$ cat config.mk
export PLATFORM = sky130hd
export DESIGN_NAME = mem_stage_ctrl
export DESIGN_NICKNAME = d
export VERILOG_FILES = /design/src/rtl/mem_stage_ctrl.sv
export SDC_FILE = /design/constraint.sdc
export NUM_CORES = 1
export LEC_CHECK = 0
export CORE_MARGIN = 4
export CORE_UTILIZATION = 44
export CTS_CLUSTER_DIAMETER = 120
export CTS_CLUSTER_SIZE = 40
export DETAILED_ROUTE_END_ITERATION = 16
export PLACE_DENSITY = 0.8
export SKIP_CTS_REPAIR_TIMING = 1
export SLEW_MARGIN = 20
export SYNTH_ARGS = -nofsm -noshare
export SYNTH_HDL_FRONTEND = slang
export SYNTH_SLANG_ARGS = --single-unit
export TNS_END_PERCENT = 10
$ cat constraint.sdc
create_clock -name clk -period 2.1 [get_ports clk]
set_clock_uncertainty 0.05 [all_clocks]
set_input_delay 0.42 -clock clk [delete_from_list [all_inputs] [get_ports clk]]
set_output_delay 0.42 -clock clk [all_outputs]
set_load 0.03 [all_outputs]
$ cat src/rtl/mem_stage_ctrl.sv
// mem_stage_ctrl
// Memory-stage controller downstream of the execute stage. ALU results are
// forwarded to write-back with one cycle of latency. Loads and stores are run
// against a data memory that uses a Stall/Done handshake. Execute is held off
// through stall_out while a memory access is outstanding.
//
// Ports
//   clk, rst                   clock, synchronous active-high reset
//   ex_*                       instruction presented by execute
//   stall_out                  execute must hold its outputs stable
//   mem_Addr/DataIn/Rd/Wr      registered request to data memory
//   mem_DataOut/Stall/Done     memory response
//   wb_valid/data/writeReg/regWrite  registered write-back result
//   err                        pulses with wb_valid on illegal/aborted access
module mem_stage_ctrl #(
    parameter int DATA_W  = 16,
    parameter int TIMEOUT = 15
) (
    input  logic              clk,
    input  logic              rst,
    input  logic              ex_valid,
    input  logic [DATA_W-1:0] ex_aluOut,
    input  logic [DATA_W-1:0] ex_wrData,
    input  logic              ex_memRead,
    input  logic              ex_memWrite,
    input  logic              ex_regWrite,
    input  logic [2:0]        ex_writeReg,
    output logic              stall_out,
    output logic [DATA_W-1:0] mem_Addr,
    output logic [DATA_W-1:0] mem_DataIn,
    output logic              mem_Rd,
    output logic              mem_Wr,
    input  logic [DATA_W-1:0] mem_DataOut,
    input  logic              mem_Stall,
    input  logic              mem_Done,
    output logic              wb_valid,
    output logic [DATA_W-1:0] wb_data,
    output logic [2:0]        wb_writeReg,
    output logic              wb_regWrite,
    output logic              err
);

    localparam int CNT_W = (TIMEOUT < 2) ? 1 : $clog2(TIMEOUT + 1);
    localparam logic [CNT_W-1:0] TO_V = CNT_W'(TIMEOUT);

    typedef enum logic [1:0] {IDLE, ISSUE, WAIT} state_t;

    state_t            state_q, state_d;
    logic [DATA_W-1:0] addr_q, addr_d;
    logic [DATA_W-1:0] data_q, data_d;
    logic              load_q, load_d;
    logic              regw_q, regw_d;
    logic [2:0]        wreg_q, wreg_d;
    logic [CNT_W-1:0]  cnt_q, cnt_d;
    logic              rd_q, rd_d;
    logic              wr_q, wr_d;
    logic              wbv_q, wbv_d;
    logic              err_q, err_d;
    logic [DATA_W-1:0] wbdata_q, wbdata_d;
    logic [2:0]        wbreg_q, wbreg_d;
    logic              wbrw_q, wbrw_d;
    logic              complete, abort;

    always_comb begin
        state_d  = state_q;
        addr_d   = addr_q;
        data_d   = data_q;
        load_d   = load_q;
        regw_d   = regw_q;
        wreg_d   = wreg_q;
        cnt_d    = cnt_q;
        rd_d     = 1'b0;
        wr_d     = 1'b0;
        wbv_d    = 1'b0;
        err_d    = 1'b0;
        wbdata_d = wbdata_q;
        wbreg_d  = wbreg_q;
        wbrw_d   = wbrw_q;
        complete = 1'b0;
        abort    = 1'b0;

        case (state_q)
            IDLE: begin
                if (ex_valid) begin
                    if (!ex_memRead && !ex_memWrite) begin
                        wbv_d    = 1'b1;
                        wbdata_d = ex_aluOut;
                        wbreg_d  = ex_writeReg;
                        wbrw_d   = ex_regWrite;
                    end else if ((ex_memRead ^ ex_memWrite) && !ex_aluOut[0]) begin
                        addr_d  = ex_aluOut;
                        data_d  = ex_wrData;
                        load_d  = ex_memRead;
                        regw_d  = ex_regWrite;
                        wreg_d  = ex_writeReg;
                        rd_d    = ex_memRead;
                        wr_d    = ex_memWrite;
                        state_d = ISSUE;
                    end else begin
                        // misaligned or read+write: reported, never issued
                        wbv_d    = 1'b1;
                        err_d    = 1'b1;
                        wbdata_d = ex_aluOut;
                        wbreg_d  = ex_writeReg;
                        wbrw_d   = 1'b0;
                    end
                end
            end
            ISSUE: begin
                if (mem_Stall) begin
                    // not accepted: re-present the identical request
                    rd_d = load_q;
                    wr_d = ~load_q;
                end else if (mem_Done) begin
                    complete = 1'b1;
                end else begin
                    state_d = WAIT;
                    cnt_d   = '0;
                end
            end
            WAIT: begin
                // Done wins over a timeout landing in the same cycle
                if (mem_Done) begin
                    complete = 1'b1;
                end else if (TIMEOUT != 0 && cnt_q == TO_V) begin
                    abort = 1'b1;
                end else begin
                    cnt_d = cnt_q + 1'b1;
                end
            end
            default: state_d = IDLE;
        endcase

        if (complete || abort) begin
            wbv_d    = 1'b1;
            err_d    = abort;
            wbreg_d  = wreg_q;
            wbrw_d   = complete & load_q & regw_q;
            wbdata_d = (complete && load_q) ? mem_DataOut : addr_q;
            state_d  = IDLE;
            cnt_d    = '0;
        end
    end

    always_ff @(posedge clk) begin
        if (rst) begin
            state_q  <= IDLE;
            addr_q   <= '0;
            data_q   <= '0;
            load_q   <= 1'b0;
            regw_q   <= 1'b0;
            wreg_q   <= '0;
            cnt_q    <= '0;
            rd_q     <= 1'b0;
            wr_q     <= 1'b0;
            wbv_q    <= 1'b0;
            err_q    <= 1'b0;
            wbdata_q <= '0;
            wbreg_q  <= '0;
            wbrw_q   <= 1'b0;
        end else begin
            state_q  <= state_d;
            addr_q   <= addr_d;
            data_q   <= data_d;
            load_q   <= load_d;
            regw_q   <= regw_d;
            wreg_q   <= wreg_d;
            cnt_q    <= cnt_d;
            rd_q     <= rd_d;
            wr_q     <= wr_d;
            wbv_q    <= wbv_d;
            err_q    <= err_d;
            wbdata_q <= wbdata_d;
            wbreg_q  <= wbreg_d;
            wbrw_q   <= wbrw_d;
        end
    end

    assign stall_out   = (state_q != IDLE);
    assign mem_Addr    = addr_q;
    assign mem_DataIn  = data_q;
    assign mem_Rd      = rd_q;
    assign mem_Wr      = wr_q;
    assign wb_valid    = wbv_q;
    assign err         = err_q;
    assign wb_data     = wbdata_q;
    assign wb_writeReg = wbreg_q;
    assign wb_regWrite = wbrw_q;

endmodule

==> parameters.txt <==
Parameter                              Value

STA
  Worst-margin pin slew    roughly 0.57 ns
  Fmax    around 530 MHz
  Number of setup violations in the final report    0
  RSZ-0062 raised after global routing    no
  Hold violation total from the final report    0
  Final period util    0.907
  Final min period    roughly 1.9 ns
  Final setup slack of the worst path    0.196 ns
  Max-slew violation total from the final report    0
  Rel. slew slack    0.623

Place
  Pre-CTS setup slack    -0.400 ns
  Number of I/O port buffers    about 120
  Routability-driven placement congestion ratio    roughly 0.89
  Dpl hpwl    6.76 mm

CTS
  CTS Root Buffer Type    sky130_fd_sc_hd__clkbuf_8
  Clock insertion delay at the later pin of the skew report    ~0.34 ns
  Total clock sinks    67
  Clock tree from TritonCTS    done
  Clock transition at path regs    roughly 0.070 ns
  Clock Path Buffers    2
  H-tree lvl count    3
  TritonCTS Buffers    9

Floorplan
  Height of the chip    92.3 um
  Rows    30
  Floorplan die width    just over 90 um
  CORE AREA    approximately 0.007 sq mm
  Number of primary I/O pins    approximately 120
  Initial core utilization    0.458
  Die Footprint    roughly 0.0085 sq mm

Critical path
  Critical path start-end classification    flop to output port
  CP Launch Type    flop
  Type of element capturing the critical path    output port
  Peak fanout along the critical path    5
  Cell type of the slowest stage on the worst timing path    sky130_fd_sc_hd__dfxtp_1
  Most Frequent Cell on Critical Path    sky130_fd_sc_hd__inv_1
  Cell depth of the worst flop-to-flop path    6
  FF-to-FF setup slack    0.20 ns
  Worst R2R Start    state_q[0]
  Arrival time worst endpoint    between 1 and 1.5 ns
  Crit path required time    approximately 1.6 ns
  Critical Path Max Stage Delay    approximately 0.37 ns
  Worst flop-to-flop path endpoint    cnt_q[0]
  Cell breakdown of the critical path    inv_1 -> ha_1 -> inv_1 -> dlymetal6s2s_1

Synth
  Post-synth top flop    sky130_fd_sc_hd__dfxtp_1
  Distinct cells, synth    45
  Fraction of the mapped netlist area in adder cells    0.0280
  Post-synthesis instance total    between 300 and 400
  Per-instance average area after synthesis    8.33 sq um
  Post-synth top area cell    sky130_fd_sc_hd__dfxtp_1
  Fraction of synthesized area in multiplexers    0.0320
  Share of synthesized cell area in and, or, nand and nor gates    0.199
  Synthesized area    between 0.003 and 0.004 sq mm
  Number of synthesized register bits    67
  Portion of the post-synthesis area used by sequential elements    0.429
  Yosys synthesis warning count    0
  Async set-reset flop share out of synthesis    0
  Proportion of netlist area held by the largest area contributor    0.429
  Net Count, Synth    roughly 440
  Top cells by area, synth    sky130_fd_sc_hd__dfxtp_1 43%, sky130_fd_sc_hd__nand2_1 11%, sky130_fd_sc_hd__a21oi_1 7.8%
  Share of the synthesized area in compound gates (AO/OA/AOI/OAI)    0.244
  Number of synthesized flops with an enable pin    0
  Combinational family with the most area after synthesis    compound AO/OA/AOI/OAI gates
  Synthesized-area fraction occupied by xor and xnor cells    0

Final layout
  Synth-to-layout area growth    52.6%
  Layout Utilization    0.698
  Number of inserted diodes    0
  Share of post-route cells with drive strength above 1    0.122
  Filler cell count    564
  Net count, final    between 500 and 600

Worst hold path
  Hold path endpoint    mem_Wr
  Hold path startpoint    ex_memWrite
  Hold path depth    3
  Path class of the lowest-slack min-delay path    primary input to flop

GRT
  Vias in the first global route    between 3000 and 4000
  Initial antenna violation count    0
  Final global-route overflow total    0
  Pin count of the biggest net entering global routing    between 50 and 60
  Total global-route track usage    0.222
  Wire length of the first global-routing pass    roughly 15 mm

Detailed routing
  First-iteration detailed-routing DRC count    approximately 240
  Number of nets still failing antenna checks after routing    0
  Router iterations before antenna repair    4
  Average detailed-routed wire length per instance    about 16 um
  Vias after detailed routing    3199
  DRC violation count after routing    0
  Avg Vias per Cell    5.29
  Total wire length    ~9.6 mm

Run
  Max-cap violations    0

Pwr
  Peak VDD IR    0.000601 V
  Power Dens Cells    628 mW/mm^2
  Pleak    between 1.5 and 2 nW

Outcome
  Run status    complete, no violations
[cell type report]
cell class                      instances  area [sq um]  share of cell area
Clock inverter                          5          37.5             0.00787
Tap cell                               96           120              0.0252
Inverter                               14          52.6              0.0110
Sequential cell                        67          1340               0.281
Clock buffer                           11           151              0.0317
Timing Repair Buffer                  145          1480               0.310
Multi-Input combinational cell        267          1590               0.333
[report_power, final]
| part | switching [mW] | internal (mW) | total [mW] | leakage (nW) |
|---|---|---|---|---|
| Clock | 0.515 | 0.494 | 1.01 | 0.0915 |
| Combinational | 0.311 | 0.315 | 0.626 | 1.13 |
| Sequential | 0.0328 | 1.33 | 1.36 | 0.545 |
| Total | 0.858 | 2.14 | 2.99 | 1.77 |
[cell usage after synthesis, types with 2 or more instances]
cell type / number
sky130_fd_sc_hd__nand2_1: 92
sky130_fd_sc_hd__dfxtp_1: 67
sky130_fd_sc_hd__a21oi_1: 49
sky130_fd_sc_hd__o211ai_1: 16
sky130_fd_sc_hd__inv_1: 14
sky130_fd_sc_hd__clkbuf_1: 12
sky130_fd_sc_hd__and3_1: 10
sky130_fd_sc_hd__mux2i_1: 10
sky130_fd_sc_hd__a31oi_1: 9
sky130_fd_sc_hd__a21boi_1: 8
sky130_fd_sc_hd__o21ai_0: 8
sky130_fd_sc_hd__a221oi_1: 7
sky130_fd_sc_hd__buf_2: 7
sky130_fd_sc_hd__ha_1: 7
sky130_fd_sc_hd__nand3_1: 7
sky130_fd_sc_hd__buf_6: 6
sky130_fd_sc_hd__nor2_1: 6
sky130_fd_sc_hd__nand2b_1: 5
sky130_fd_sc_hd__a211oi_1: 3
sky130_fd_sc_hd__a311oi_2: 3
sky130_fd_sc_hd__nand3b_1: 2
sky130_fd_sc_hd__nor3b_1: 2
sky130_fd_sc_hd__o211a_1: 2
sky130_fd_sc_hd__o21a_1: 2
[placed cells by master (no fill, tap or decap), drive strengths merged, types with 2 or more instances in the layout]
cell type,synthesis,layout
a211oi,3,3
a21boi,9,9
a21oi,50,50
a221oi,7,7
a311oi,3,3
a31oi,9,9
and3,10,10
buf,14,29
clkbuf,13,13
clkdlybuf4s50,0,111
clkinv,0,3
clkinvlp,0,2
dfxtp,67,67
dlymetal6s2s,0,3
ha,7,7
inv,14,14
mux2i,10,10
nand2,93,93
nand2b,5,5
nand3,7,7
nand3b,2,2
nor2,7,7
nor3,2,2
nor3b,2,2
o211a,2,2
o211ai,17,17
o21a,2,2
o21ai,9,9
[metal layers]
layer / global-route usage / share of wire / vias to the layer above
met3: 0.0861 / 0.077 / 15
li1: - / - / 1577
met1: 0.264 / 0.42 / 1490
met4: 0.0792 / 0.018 / 0
met5: 0 / 0 / -
met2: 0.363 / 0.49 / 117
[critical path: cells and delay by family, from the launching register on]
kind                       cells  cell delay (ns)
DFF                            1             0.37
buffers and inverters          3             0.45
adders and majority gates      1             0.27
[state kept, by name, summed over array words and instances, names as in the netlist]
register	cells
mem_Wr	1
wb_data	16
load_q	1
wb_writeReg	3
wb_valid	1
state_q	2
wb_regWrite	1
err	1
wreg_q	3
mem_DataIn	16
mem_Addr	16
regw_q	1
mem_Rd	1
cnt_q	4
[how the worst max path moves through the flow]
stage	end	from	cells after the start
CTS	stall_out	state_q[0]	4
detailed placement	mem_DataIn[0]	ex_memRead	9
global route	wb_data[15]	state_q[0]	7
finish	stall_out	state_q[0]	4
floorplan	wb_writeReg[0]	ex_memRead	8
global placement	wb_data[1]	ex_memRead	8
[metrics by stage]
step                      area (sq um)  total power, mW  instances  hold WS (ns)  setup TNS [ns]
after floorplan                   3130             1.69        375         0.386               0
after global placement            4480             1.98        585         0.391          -17.90
after detailed placement          4480             1.99        585         0.396          -20.79
after CTS                         4670             2.99        601         0.407          -0.570
after global routing              4770             3.13        605         0.344               0
final                             4770             2.99        605         0.324               0
[kinds of logic after synthesis]
group / count (synthesis)
mux: 10
simple gates: 135
buf+inv: 41
flops: 67
compound gates: 115
fa+ha+maj: 7
Note: power is estimated with default switching activity, not from simulation.
